## src/rtl/fetch_utlb_stage_pkg.sv

```systemverilog
// Shared definitions for the fetch uTLB stage: exception codes, FSM states,
// the uTLB payload layout and the unmapped-segment decode.
package fetch_utlb_stage_pkg;

    localparam logic [4:0] EXC_ADEL = 5'd4;
    localparam logic [4:0] EXC_TLBL = 5'd2;

    typedef enum logic [1:0] {
        CHECK = 2'd0,
        QUERY = 2'd1,
        REQ   = 2'd2
    } fetch_state_e;

    // Translation payload held per uTLB entry and in the bypass register
    typedef struct packed {
        logic [19:0] pfn;
        logic        miss;
        logic        invalid;
        logic [2:0]  cattr;
    } utlb_data_t;

    localparam int UTLB_DATA_W = $bits(utlb_data_t);

    // kseg0 (0x8000_0000) and kseg1 (0xA000_0000) bypass translation
    function automatic logic is_kseg01(input logic [31:0] va);
        return va[31:30] == 2'b10;
    endfunction

endpackage

```

## src/rtl/fetch_utlb_stage_cam.sv

```systemverilog
// fetch_utlb_cam: fully associative micro-TLB. Parallel VPN compare, onehot
// OR-mux of the matching payload, round-robin victim replacement, and a
// whole-array flush. Payload registers carry no reset; only valid bits do.
module fetch_utlb_cam
    import fetch_utlb_stage_pkg::*;
#(
    parameter int ENTRIES = 4,
    parameter int IDX_W   = 2
) (
    input  logic                   clk,
    input  logic                   resetn,
    input  logic [19:0]            lookup_vpn_i,
    output logic                   hit_o,
    output logic [UTLB_DATA_W-1:0] hit_data_o,
    input  logic                   flush_i,
    input  logic                   refill_i,
    input  logic [19:0]            refill_vpn_i,
    input  logic [UTLB_DATA_W-1:0] refill_data_i
);

    logic [ENTRIES-1:0]                  valid_q;
    logic [ENTRIES-1:0][19:0]            vpn_q;
    logic [ENTRIES-1:0][UTLB_DATA_W-1:0] data_q;
    logic [IDX_W-1:0]                    victim_q;
    logic [IDX_W-1:0]                    victim_d;
    logic [ENTRIES-1:0]                  match;

    for (genvar i = 0; i < ENTRIES; i++) begin : g_match
        assign match[i] = valid_q[i] && (vpn_q[i] == lookup_vpn_i);
    end

    assign hit_o = |match;

    // Onehot OR-mux: at most one entry may match a given VPN
    always_comb begin
        hit_data_o = '0;
        for (int i = 0; i < ENTRIES; i++)
            hit_data_o = hit_data_o | ({UTLB_DATA_W{match[i]}} & data_q[i]);
    end

    // Victim pointer wraps at ENTRIES (also covers the single-entry case)
    always_comb begin
        victim_d = (victim_q == IDX_W'(ENTRIES - 1)) ? '0 : victim_q + 1'b1;
    end

    // Valid bits and victim pointer; flush wins over a refill
    always_ff @(posedge clk) begin
        if (!resetn) begin
            valid_q  <= '0;
            victim_q <= '0;
        end else if (flush_i) begin
            valid_q  <= '0;
        end else if (refill_i) begin
            for (int i = 0; i < ENTRIES; i++)
                if (victim_q == IDX_W'(i)) valid_q[i] <= 1'b1;
            victim_q <= victim_d;
        end
    end

    // Entry payload written into the victim slot on refill
    always_ff @(posedge clk) begin
        if (refill_i && !flush_i) begin
            for (int i = 0; i < ENTRIES; i++) begin
                if (victim_q == IDX_W'(i)) begin
                    vpn_q[i]  <= refill_vpn_i;
                    data_q[i] <= refill_data_i;
                end
            end
        end
    end

endmodule

```

## src/rtl/fetch_utlb_stage.sv

```systemverilog
// fetch_utlb_stage: IF_req stage. Translates pc_i by kseg0/1 bypass, uTLB hit,
// or a two-cycle main-TLB walk (CHECK -> QUERY -> REQ), issues the bus request
// and registers pc/exception/cancel status toward IF_wait.
// Optional: define UTLB_PERFCNT_EN to add the perfcnt_utlb_miss counter.
module fetch_utlb_stage
    import fetch_utlb_stage_pkg::*;
#(
    parameter int UTLB_ENTRIES = 4,
    parameter int UTLB_IDX_W   = (UTLB_ENTRIES > 1) ? $clog2(UTLB_ENTRIES) : 1
) (
    input  logic        clk,
    input  logic        resetn,
    output logic        inst_req,
    output logic        inst_cache,
    output logic [31:0] inst_addr,
    input  logic        inst_addr_ok,
    input  logic        tlb_write,
    output logic [31:0] tlb_vaddr,
    input  logic [31:0] tlb_paddr,
    input  logic        tlb_miss,
    input  logic        tlb_invalid,
    input  logic [2:0]  tlb_cattr,
    input  logic [2:0]  config_k0,
    output logic        ready_o,
    input  logic        valid_i,
    input  logic [31:0] pc_i,
    input  logic        ready_i,
    output logic        valid_o,
    output logic        cancelled_o,
    output logic        exc_o,
    output logic        exc_miss_o,
    output logic [31:0] pc_o,
    output logic [4:0]  exccode_o,
    input  logic        cancel_i,
    input  logic        commit_i,
    output logic [31:0] perfcnt_fetch_waitreq
`ifdef UTLB_PERFCNT_EN
    ,
    output logic [31:0] perfcnt_utlb_miss
`endif
);

    fetch_state_e state_q, state_d;
    logic [31:0]  pc_save_q;
    utlb_data_t   cap_q;
    logic         cancel_save_q;
    logic         valid_q, cancelled_q, exc_q, exc_miss_q;
    logic [31:0]  pc_q;
    logic [4:0]   exccode_q;
    logic [31:0]  waitreq_q;

    logic         act, kseg01, kseg0, in_check, in_req;
    logic         cam_hit, chk_hit, adel, tlb_fault, req_exc, addr_acc, refill;
    logic [UTLB_DATA_W-1:0] cam_raw;
    utlb_data_t   cam_data, sel_data;
    logic         unused_cattr;

    fetch_utlb_cam #(
        .ENTRIES (UTLB_ENTRIES),
        .IDX_W   (UTLB_IDX_W)
    ) u_cam (
        .clk           (clk),
        .resetn        (resetn),
        .lookup_vpn_i  (pc_i[31:12]),
        .hit_o         (cam_hit),
        .hit_data_o    (cam_raw),
        .flush_i       (tlb_write),
        .refill_i      (refill),
        .refill_vpn_i  (pc_save_q[31:12]),
        .refill_data_i ({tlb_paddr[31:12], tlb_miss, tlb_invalid, tlb_cattr})
    );

    assign cam_data     = cam_raw;
    assign unused_cattr = ^{config_k0[2:1], cam_data.cattr[2:1], cap_q.cattr[2:1]};

    // Nothing is driven out while reset is held or no pc is offered
    assign act      = valid_i && resetn;
    assign kseg01   = is_kseg01(pc_i);
    assign kseg0    = pc_i[31:29] == 3'b100;
    assign in_check = state_q == CHECK;
    assign in_req   = state_q == REQ;
    assign chk_hit  = in_check && !kseg01 && cam_hit;
    assign adel     = in_check && (pc_i[1:0] != 2'b00);
    assign sel_data = in_req ? cap_q : cam_data;

    assign tlb_fault = (chk_hit || in_req) && (sel_data.miss || sel_data.invalid);
    assign req_exc   = act && (adel || tlb_fault);
    assign inst_req  = act && ready_i && !req_exc &&
                       ((in_check && (kseg01 || chk_hit)) || in_req);
    // A well-behaved bus only acks a live request; gate anyway
    assign addr_acc  = inst_req && inst_addr_ok;
    assign ready_o   = ready_i && (addr_acc || req_exc);
    assign tlb_vaddr = act ? (in_check ? pc_i : pc_save_q) : 32'h0;

    // No refill when the main TLB changes or the pipe is flushed this cycle
    assign refill = resetn && (state_q == QUERY) && !tlb_write && !cancel_i;

    // Physical address / cacheability for whichever path is issuing
    always_comb begin
        inst_addr  = 32'h0;
        inst_cache = 1'b0;
        if (act) begin
            if (in_req) begin
                inst_addr  = {cap_q.pfn, pc_save_q[11:0]};
                inst_cache = cap_q.cattr[0];
            end else if (in_check && kseg01) begin
                inst_addr  = {3'b000, pc_i[28:0]};
                inst_cache = kseg0 && config_k0[0];
            end else if (chk_hit) begin
                inst_addr  = {cam_data.pfn, pc_i[11:0]};
                inst_cache = cam_data.cattr[0];
            end
        end
    end

    // Next-state: walk the main TLB on a uTLB miss; cancel always returns to CHECK.
    // A misaligned pc is retired as ADEL in CHECK and never starts a walk.
    always_comb begin
        state_d = state_q;
        unique case (state_q)
            CHECK: if (valid_i && ready_i && !kseg01 && !cam_hit && !adel) state_d = QUERY;
            QUERY: state_d = REQ;
            REQ:   if (addr_acc || ((cap_q.miss || cap_q.invalid) && ready_i)) state_d = CHECK;
            default: state_d = CHECK;
        endcase
        if (cancel_i) state_d = CHECK;
    end

    // FSM, walk pc and the one-entry bypass of the main-TLB result
    always_ff @(posedge clk) begin
        if (!resetn) begin
            state_q   <= CHECK;
            pc_save_q <= 32'h0;
            cap_q     <= '0;
        end else begin
            state_q <= state_d;
            if (in_check && state_d == QUERY) pc_save_q <= pc_i;
            if (state_q == QUERY)
                cap_q <= '{pfn: tlb_paddr[31:12], miss: tlb_miss,
                           invalid: tlb_invalid, cattr: tlb_cattr};
        end
    end

    // Pending cancel for the next output; clearing has priority
    always_ff @(posedge clk) begin
        if (!resetn)                   cancel_save_q <= 1'b0;
        else if (ready_i || commit_i)  cancel_save_q <= 1'b0;
        else if (cancel_i && valid_i)  cancel_save_q <= 1'b1;
    end

    // Output register toward IF_wait, advanced whenever downstream is ready
    always_ff @(posedge clk) begin
        if (!resetn) begin
            valid_q     <= 1'b0;
            pc_q        <= 32'h0;
            cancelled_q <= 1'b0;
            exc_q       <= 1'b0;
            exc_miss_q  <= 1'b0;
            exccode_q   <= 5'd0;
        end else if (ready_i) begin
            valid_q     <= addr_acc || req_exc;
            pc_q        <= in_check ? pc_i : pc_save_q;
            cancelled_q <= cancel_i || cancel_save_q;
            exc_q       <= req_exc;
            exc_miss_q  <= req_exc && !adel && sel_data.miss;
            exccode_q   <= !req_exc ? 5'd0 : (adel ? EXC_ADEL : EXC_TLBL);
        end
    end

    // Cycles the bus stalls an outstanding request
    always_ff @(posedge clk) begin
        if (!resetn)                       waitreq_q <= 32'h0;
        else if (inst_req && !inst_addr_ok) waitreq_q <= waitreq_q + 32'd1;
    end

    assign valid_o               = valid_q;
    assign pc_o                  = pc_q;
    assign cancelled_o           = cancelled_q;
    assign exc_o                 = exc_q;
    assign exc_miss_o            = exc_miss_q;
    assign exccode_o             = exccode_q;
    assign perfcnt_fetch_waitreq = waitreq_q;

`ifdef UTLB_PERFCNT_EN
    logic [31:0] utlb_miss_q;

    // One count per main-TLB walk started
    always_ff @(posedge clk) begin
        if (!resetn)                          utlb_miss_q <= 32'h0;
        else if (in_check && state_d == QUERY) utlb_miss_q <= utlb_miss_q + 32'd1;
    end

    assign perfcnt_utlb_miss = utlb_miss_q;
`else
    // uTLB miss counter not built
`endif

endmodule

```

## config.mk

```make
export PLATFORM = sky130hd
export DESIGN_NAME = fetch_utlb_stage
export DESIGN_NICKNAME = d
export VERILOG_FILES = /design/src/rtl/fetch_utlb_stage_pkg.sv /design/src/rtl/fetch_utlb_stage_cam.sv /design/src/rtl/fetch_utlb_stage.sv
export SDC_FILE = /design/constraint.sdc
export NUM_CORES = 1
export LEC_CHECK = 0
export ABC_AREA = 0
export BUFFER_PORTS_ARGS = -buffer_cell sky130_fd_sc_hd__buf_2
export CORE_UTILIZATION = 55
export DETAILED_ROUTE_END_ITERATION = 8
export MAX_ROUTING_LAYER = met4
export PLACE_DENSITY = 0.78
export SKIP_LAST_GASP = 1
export SYNTH_ARGS = -nofsm -noshare
export SYNTH_HDL_FRONTEND = slang
export SYNTH_SLANG_ARGS = --single-unit
```

## constraint.sdc

```tcl
create_clock -name clk -period 6.41 [get_ports clk]
set_input_delay 0 -clock clk [delete_from_list [all_inputs] [get_ports clk]]
set_output_delay 0 -clock clk [all_outputs]
set_load 0.02 [all_outputs]
```

==> summary.txt, run 1 <==
Route
  – TritonRoute pass-1 iters: 8
  – Routed wire length: around 36,000 microns
  – 1st-iter DRT viols: 829
  – Avg Vias per Cell: 5.888
  – Number of remaining DRC errors: 0
  – Vias: 10,500
  – Drt wl/cell: 20.38 microns
  – Antenna-violating nets left: 0

Global route
  – Top Usage Layer GRT: met2
  – Largest net degree at the start of global routing: around 100
  – Grt met1 use: 0.3664
  – Vias in the first global route: 10,260
  – Gr ovfl total: 0
  – GR Layer Usage met2: 0.4589
  – GRT Total Usage: 0.2862
  – First-pass GRT wire length: 55,910 microns
  – Grt met3 use: 0.04312
  – Initial antenna violation count: 0

Cells and area
  – ANT cells: 0
  – Commonest non-fill, non-tap cell in the layout: buf_2
  – Most frequent cells in the layout: 199 x buf_2, 195 x nand2_1, 172 x edfxtp_1, 134 x dfxtp_1, 75 x nor2_1
  – Non-Filler Instances: 1,784
  – Area growth, synth to finish: 20.36%
  – Net count, final: 1,520
  – Share of cells above drive strength 1: 0.2055

Timing
  – Worst-margin pin slew: 1.159 ns
  – Min Tclk post-route: 4.085 ns
  – Clk_skew: 0.01842 ns
  – Final setup viols: 0
  – Setup_tns: 0 ns
  – Final Hold Viols: 0
  – Final slew viol count: 0
  – Final Cycle Share: 0.6373
  – RSZ-0062 raised after global routing: false
  – Fmax: 244.8 MHz
  – Slew Limit Headroom: 0.2274

Floorplanning
  – Core Box Area: 24,390 sq um
  – Die area: 25,530 sq um
  – Die width: 159.8 microns
  – Site row count: 57
  – Initial core utilization: 0.5614
  – Height of the die: 159.8 microns
  – # IOs: 220

Logic synthesis
  – Synthesized area per cell: 11.22 sq um
  – Synth Flop Type: edfxtp_1
  – Post-synth top area cell: edfxtp_1
  – Sequential element share of the synthesized area: 0.5732
  – Synth top area share: 0.3772
  – Post-Syn Area: roughly 14,000 sq um
  – Synth cell types: 58
  – Ys async rst share: 0
  – Gate Count Post-Synth: 1,220
  – Post-synth EDFFs: roughly 170
  – Synth Warn #: 0
  – #FFs+latches synth: approximately 300
  – Top post-synthesis cells by area: edfxtp_1 38%, dfxtp_1 20%, nand2_1 5.4%

Worst setup path
  – Setup CP Type: reg2out
  – CP endpoint kind: output pin
  – Reg2Reg Launch Point: u_cam.vpn_q[42]
  – Startpoint types: register
  – R2r endpoint: valid_o
  – Critical path peak fanout: 34
  – Worst Path Required: 6.41 ns
  – Data arrival, critical path: just over 4 ns
  – Worst Reg-to-Reg Cells: 9
  – Critical path origin: u_cam.vpn_q[42]
  – R2r setup slk: between 2 and 2.5 ns

Clock tree
  – PostCTS Resize Cnt: 0
  – Htree depth: 1
  – Clock Tree Root: clkbuf_16
  – Total CTS buffers: 31
  – Clock sink count: 306
  – Clock latency on the worst-skew pair: roughly 0.57 ns
  – CTS tree: yes
  – CTS clk-pin slew, worst paths: about 0.06 ns
  – CTS Buffer Depth: 3

Placement
  – HPWL after DPL: 21,940 microns
  – Global placer's final weighted congestion: 0.8088
  – Post-Place Cells: 1,663
  – IO buf count: 200

Hold path
  – Hold Path Class: in2reg
  – Hold endpoint: pc_o[28]
  – Worst Hold Depth: 2
  – Hold Crit Start: resetn

Power
  – Pwr dens: approximately 260 nW/um^2
  – Static leakage: 6.511 nW
  – Worst vdd ir: 0.1878 mV

Run status
  – Status: finished clean

Job
  – Max Cap Viol: 0
-- final cells by class --
cell class	count	area, sq um
clock inverter	15	242.7
sequential	306	7848
multi-input combinational	801	5325
fill	1794	7911
tap	324	405.4
clock buffer	43	840.8
inverter	15	56.30
timing repair buffer	280	1762
-- metrics by stage --
step	hold WS, ns	area, sq um	utilization	worst slack (ns)	total power, mW
after floorplan	0.07142	13700	-	3.795	2.298
after global placement	0.1625	14770	0.6054	3.008	2.379
after detailed placement	0.1650	14770	0.6054	3.027	2.384
after CTS	0.01390	16480	0.6756	2.396	4.307
after global routing	0.03829	16480	0.6756	2.112	4.415
final	0.02777	16480	0.6756	2.325	4.302
-- what timing repair did --
item                                   in CTS  in global routing
endpoints found under the hold margin     175                  0
buffers inserted                            0                  0
hold buffers                               63                  0
-- how the worst max path moves through the flow --
stage / end / cells past startpoint
after global routing: ready_o / 9
after global placement: ready_o / 10
after detailed placement: ready_o / 10
after floorplan: u_cam.data_q[75] / 5
after CTS: ready_o / 9
final: ready_o / 9
-- state kept, by name, summed over array words and instances (netlist names), 4 cells and up --
| signal | count |
|---|---|
| perfcnt_fetch_waitreq | 32 |
| u_cam.data_q | 92 |
| pc_save_q | 32 |
| u_cam.vpn_q | 80 |
| cap_q | 23 |
| pc_o | 32 |
| u_cam.valid_q | 4 |
-- synth_stat cells, types with 10 or more instances --
library cell    n
a21oi_1        34
inv_1          15
mux2i_1        66
a221oi_1       17
o211a_1        32
buf_4          11
dfxtp_1       134
buf_2          15
xnor2_1        52
and2_1         10
a21boi_0       54
nand4_1        19
xor2_1         26
nand3_1        17
nor4_1         13
clkbuf_1       60
nor2_1         76
a22oi_1        55
nand2_1       196
edfxtp_1      172
nand2b_1       34
-- power breakdown --
| group | internal, mW | switching, mW |
|---|---|---|
| Sequential | 2.08 | 0.0119 |
| Clock | 1.16 | 0.763 |
| Combinational | 0.110 | 0.175 |
| Total | 3.35 | 0.950 |
-- metal layers --
layer,share of wire,vias up
met1,0.41,5103
met4,0.033,0
met2,0.48,511
li1,-,4808
met5,0,-
met3,0.078,82
-- critical path, cell delays in order, from the launching register on --
cell and delay [ns]:
edfxtp_1 0.37, xnor2_1 0.17, o2111ai_1 0.13, nor4_1 0.84, a31oi_1 0.19, nor4bb_1 0.22
a31oi_4 0.93, a21oi_1 0.24, a21oi_1 0.22, buf_2 0.19
-- kinds of logic after synthesis --
family | share of synthesized area
AND/OR/NAND/NOR | 0.1378
flip-flops | 0.5732
AO/OA/AOI/OAI | 0.1446
buffers and inverters | 0.04030
XOR/XNOR | 0.05108
multiplexers | 0.04825
adder cells (fa/ha/maj) | 0.004569
other | 0.0002739
Note: power is estimated with default switching activity, not from simulation.
==> run 2: changes to the inputs <==
Settings changed: CORE_UTILIZATION 55 to 51, PLACE_DENSITY 0.78 to 0.76.
Clock period 6.41 ns to 3.64 ns, I/O delays scaled along.
==> summary.txt, run 2 (synthesis results as in run 1) <==
Worst setup path
  – Data arrival, critical path: 3.46 ns (-0.63 ns)
  – CP max stage cell: edfxtp_1
  – CP max stage delay: 0.39 ns (-0.54 ns)
  – Worst Path Required: 3.64 ns (-2.77 ns)
  – Critical path peak fanout: 23 (-32%)
  – R2r endpoint: valid_o
  – Startpoint types: register
  – R2r setup slk: 0.30 ns (-2.14 ns)
  – Setup CP Type: reg2out
  – CP top delay family: simple AND/OR/NAND/NOR gates
  – Crit path buffers/inverters: 3 (+2)
  – Worst path cell trace: xor2_1, nor4_1, nand3_1, nor3_2, buf_4, o41ai_4, buf_4, nand2_2, a22oi_1, nor2_1, buf_2
  – Worst Reg-to-Reg Cells: 11 (+2)
  – CP endpoint kind: output pin
  – CP Depth: 11 (+2)
  – CP most frequent cell: buf_4
  – Reg2Reg Launch Point: u_cam.vpn_q[72]

Timing
  – Worst-margin pin slew: 1.271 ns (+0.1125 ns)
  – Final slew viol count: 0 (unchanged)
  – RSZ-0062 raised after global routing: false
  – Clk_skew: 0.02658 ns (+0.008162 ns)
  – Min Tclk post-route: 3.455 ns
  – Final Cycle Share: 0.9493
  – Final Hold Viols: 0 (unchanged)
  – Fmax: just under 300 MHz
  – Final setup viols: 0 (unchanged)
  – Setup_tns: 0 ns (unchanged)
  – Slew Limit Headroom: 0.1523 (-0.07503)

Floorplanning
  – Height of the die: 165.9 microns (+3.8%)
  – Initial core utilization: 0.5225 (-0.03889)
  – # IOs: 220 (unchanged)
  – Die area: 27,510 sq um (+7.7%)
  – Die width: 165.9 microns (+3.8%)
  – Core Box Area: 26,210 sq um (+7.4%)
  – Site row count: 59 (+3.5%)

Clock tree
  – CTS tree: yes
  – Total CTS buffers: 34 (+9.7%)
  – Clock latency on the worst-skew pair: 0.52 ns (-0.05 ns)
  – CTS Buffer Depth: 3 (unchanged)
  – Post-CTS setup buffers: 0 (unchanged)
  – CTS clk-pin slew, worst paths: 0.06 ns (about the same)
  – Htree depth: 2 (+1)
  – Clock Tree Root: clkbuf_16
  – Clock sink count: 306 (unchanged)

Cells and area
  – Commonest non-fill, non-tap cell in the layout: buf_2
  – Largest regs: u_cam.data_q: 92 flops, u_cam.vpn_q: 80 flops
  – Register name with the most flops: u_cam.data_q
  – Net count, final: 1,531 (+0.72%)
  – Area growth, synth to finish: 21.58%
  – Most frequent cells in the layout: 199 x buf_2, 194 x nand2_1, 172 x edfxtp_1, 134 x dfxtp_1, 75 x nor2_1
  – ANT cells: 0 (unchanged)
  – Share of cells above drive strength 1: 0.2147 (+0.009194)
  – Max reg flops: 92 (unchanged)

Run status
  – Failing checks: DRC
  – Status: finished, violations left

Route
  – 1st-iter DRT viols: 923 (+11%)
  – TritonRoute pass-1 iters: 8 (unchanged)
  – Drt wl/cell: 20.05 microns (-1.7%)
  – Vias: 10,430 (-0.67%)
  – Avg Vias per Cell: 5.774 (-1.9%)
  – Number of remaining DRC errors: 7 (+7)
  – Routed wire length: 36,230 microns (-0.38%)
  – Antenna-violating nets left: 0 (unchanged)

Placement
  – HPWL after DPL: 22,190 microns (+1.1%)
  – Global placer's final weighted congestion: 0.8409 (+4.0%)
  – IO buf count: 200 (unchanged)

Hold path
  – Worst Hold Depth: 4 (+2)
  – Hold endpoint: exccode_o[2]
  – Hold Path Class: in2reg
  – Hold Crit Start: pc_i[0]

Power
  – Static leakage: 6.592 nW (+1.2%)
  – Pwr dens: 461.1 nW/um^2 (+77%)
  – Final Power: 7.675 mW (+78%)
  – Worst vdd ir: 0.2892 mV (+54%)

Global route
  – Gr ovfl total: 0 (unchanged)
  – Initial antenna violation count: 0 (unchanged)
  – GRT Total Usage: 0.2690 (-0.01721)
  – Vias in the first global route: 10,270 (+0.13%)
  – First-pass GRT wire length: 56,280 microns (+0.65%)
  – Largest net degree at the start of global routing: 93 (-9.7%)

Job
  – Max Cap Viol: 0 (unchanged)
## run 2: cell count changes in the layout (fill, tap and decap cells not counted), sizes merged
| cell | change |
|---|---|
| buf | +9 |
| clkbuf | +7 |
| clkinv | -3 |
| bufinv | -2 |
| inv | +2 |
| dlygate4sd3 | -1 |
## run 2: stage by stage
| stage | utilization | std cells | hold slack [ns] | worst slack (ns) | instance area [sq um] |
|---|---|---|---|---|---|
| 2_1_floorplan | - | 1222 | 0.07142 | 1.025 | 13700 |
| 3_3_place_gp | 0.5680 | 1683 | 0.1646 | 0.5785 | 14880 |
| 3_5_place_dp | 0.5680 | 1683 | 0.1721 | 0.5372 | 14880 |
| 4_1_cts | 0.6348 | 1807 | 0.003037 | 0.07377 | 16630 |
| 5_1_grt | 0.6352 | 1807 | 0.03812 | 0.04201 | 16650 |
| 6_report | 0.6352 | 1807 | 0.02401 | 0.1846 | 16650 |
## run 2: tightest hold or removal path, delay by kind of cell
| family | cells | cell delay (ns) |
|---|---|---|
| AOI/OAI and AO/OA | 2 | 0.28 |
| buffers and inverters | 1 | 0.15 |
| and+or+nand+nor | 1 | 0.06 |
## run 2: worst max-delay path by stage
stage	start	to	slack, ns
after floorplan	state_q[0]	u_cam.data_q[75]	1.02
after global placement	u_cam.vpn_q[4]	inst_addr[0]	0.58
after CTS	u_cam.vpn_q[21]	ready_o	0.07
after global routing	u_cam.vpn_q[72]	ready_o	0.04
final	u_cam.vpn_q[72]	inst_addr[11]	0.18
after detailed placement	u_cam.vpn_q[17]	inst_addr[0]	0.54
## run 2: layout make-up
| cell class | count | area [sq um] |
|---|---|---|
| Sequential cell | 306 | 7848 |
| Inverter | 15 | 56.30 |
| Multi-Input combinational cell | 801 | 5339 |
| Clock buffer | 50 | 940.9 |
| Fill cell | 1995 | 9560 |
| Timing Repair Buffer | 288 | 1857 |
| Clock inverter | 12 | 186.4 |
| Tap cell | 335 | 419.2 |
## run 2: routing by layer
metal  up-vias  track usage  share of wire  wire [microns]
met2       422       0.4484           0.48           17540
met1      5095       0.3322           0.42           15190
li1       4840            -              -               -
met3        77      0.04409          0.067            2431
met5         -            -              0               0
met4         0      0.09386          0.029            1062
## run 2: timing repair
item | CTS | global route
hold buffers | 62 | 0
resized for setup | 1 | 2
endpoints found under the hold margin | 165 | 0
endpoints found under the setup margin | 2 | 15
## run 2: power breakdown
part / switching (mW) / internal [mW]
registers: 0.0210 / 3.67
clock network: 1.39 / 2.10
logic: 0.308 / 0.196
total: 1.71 / 5.96
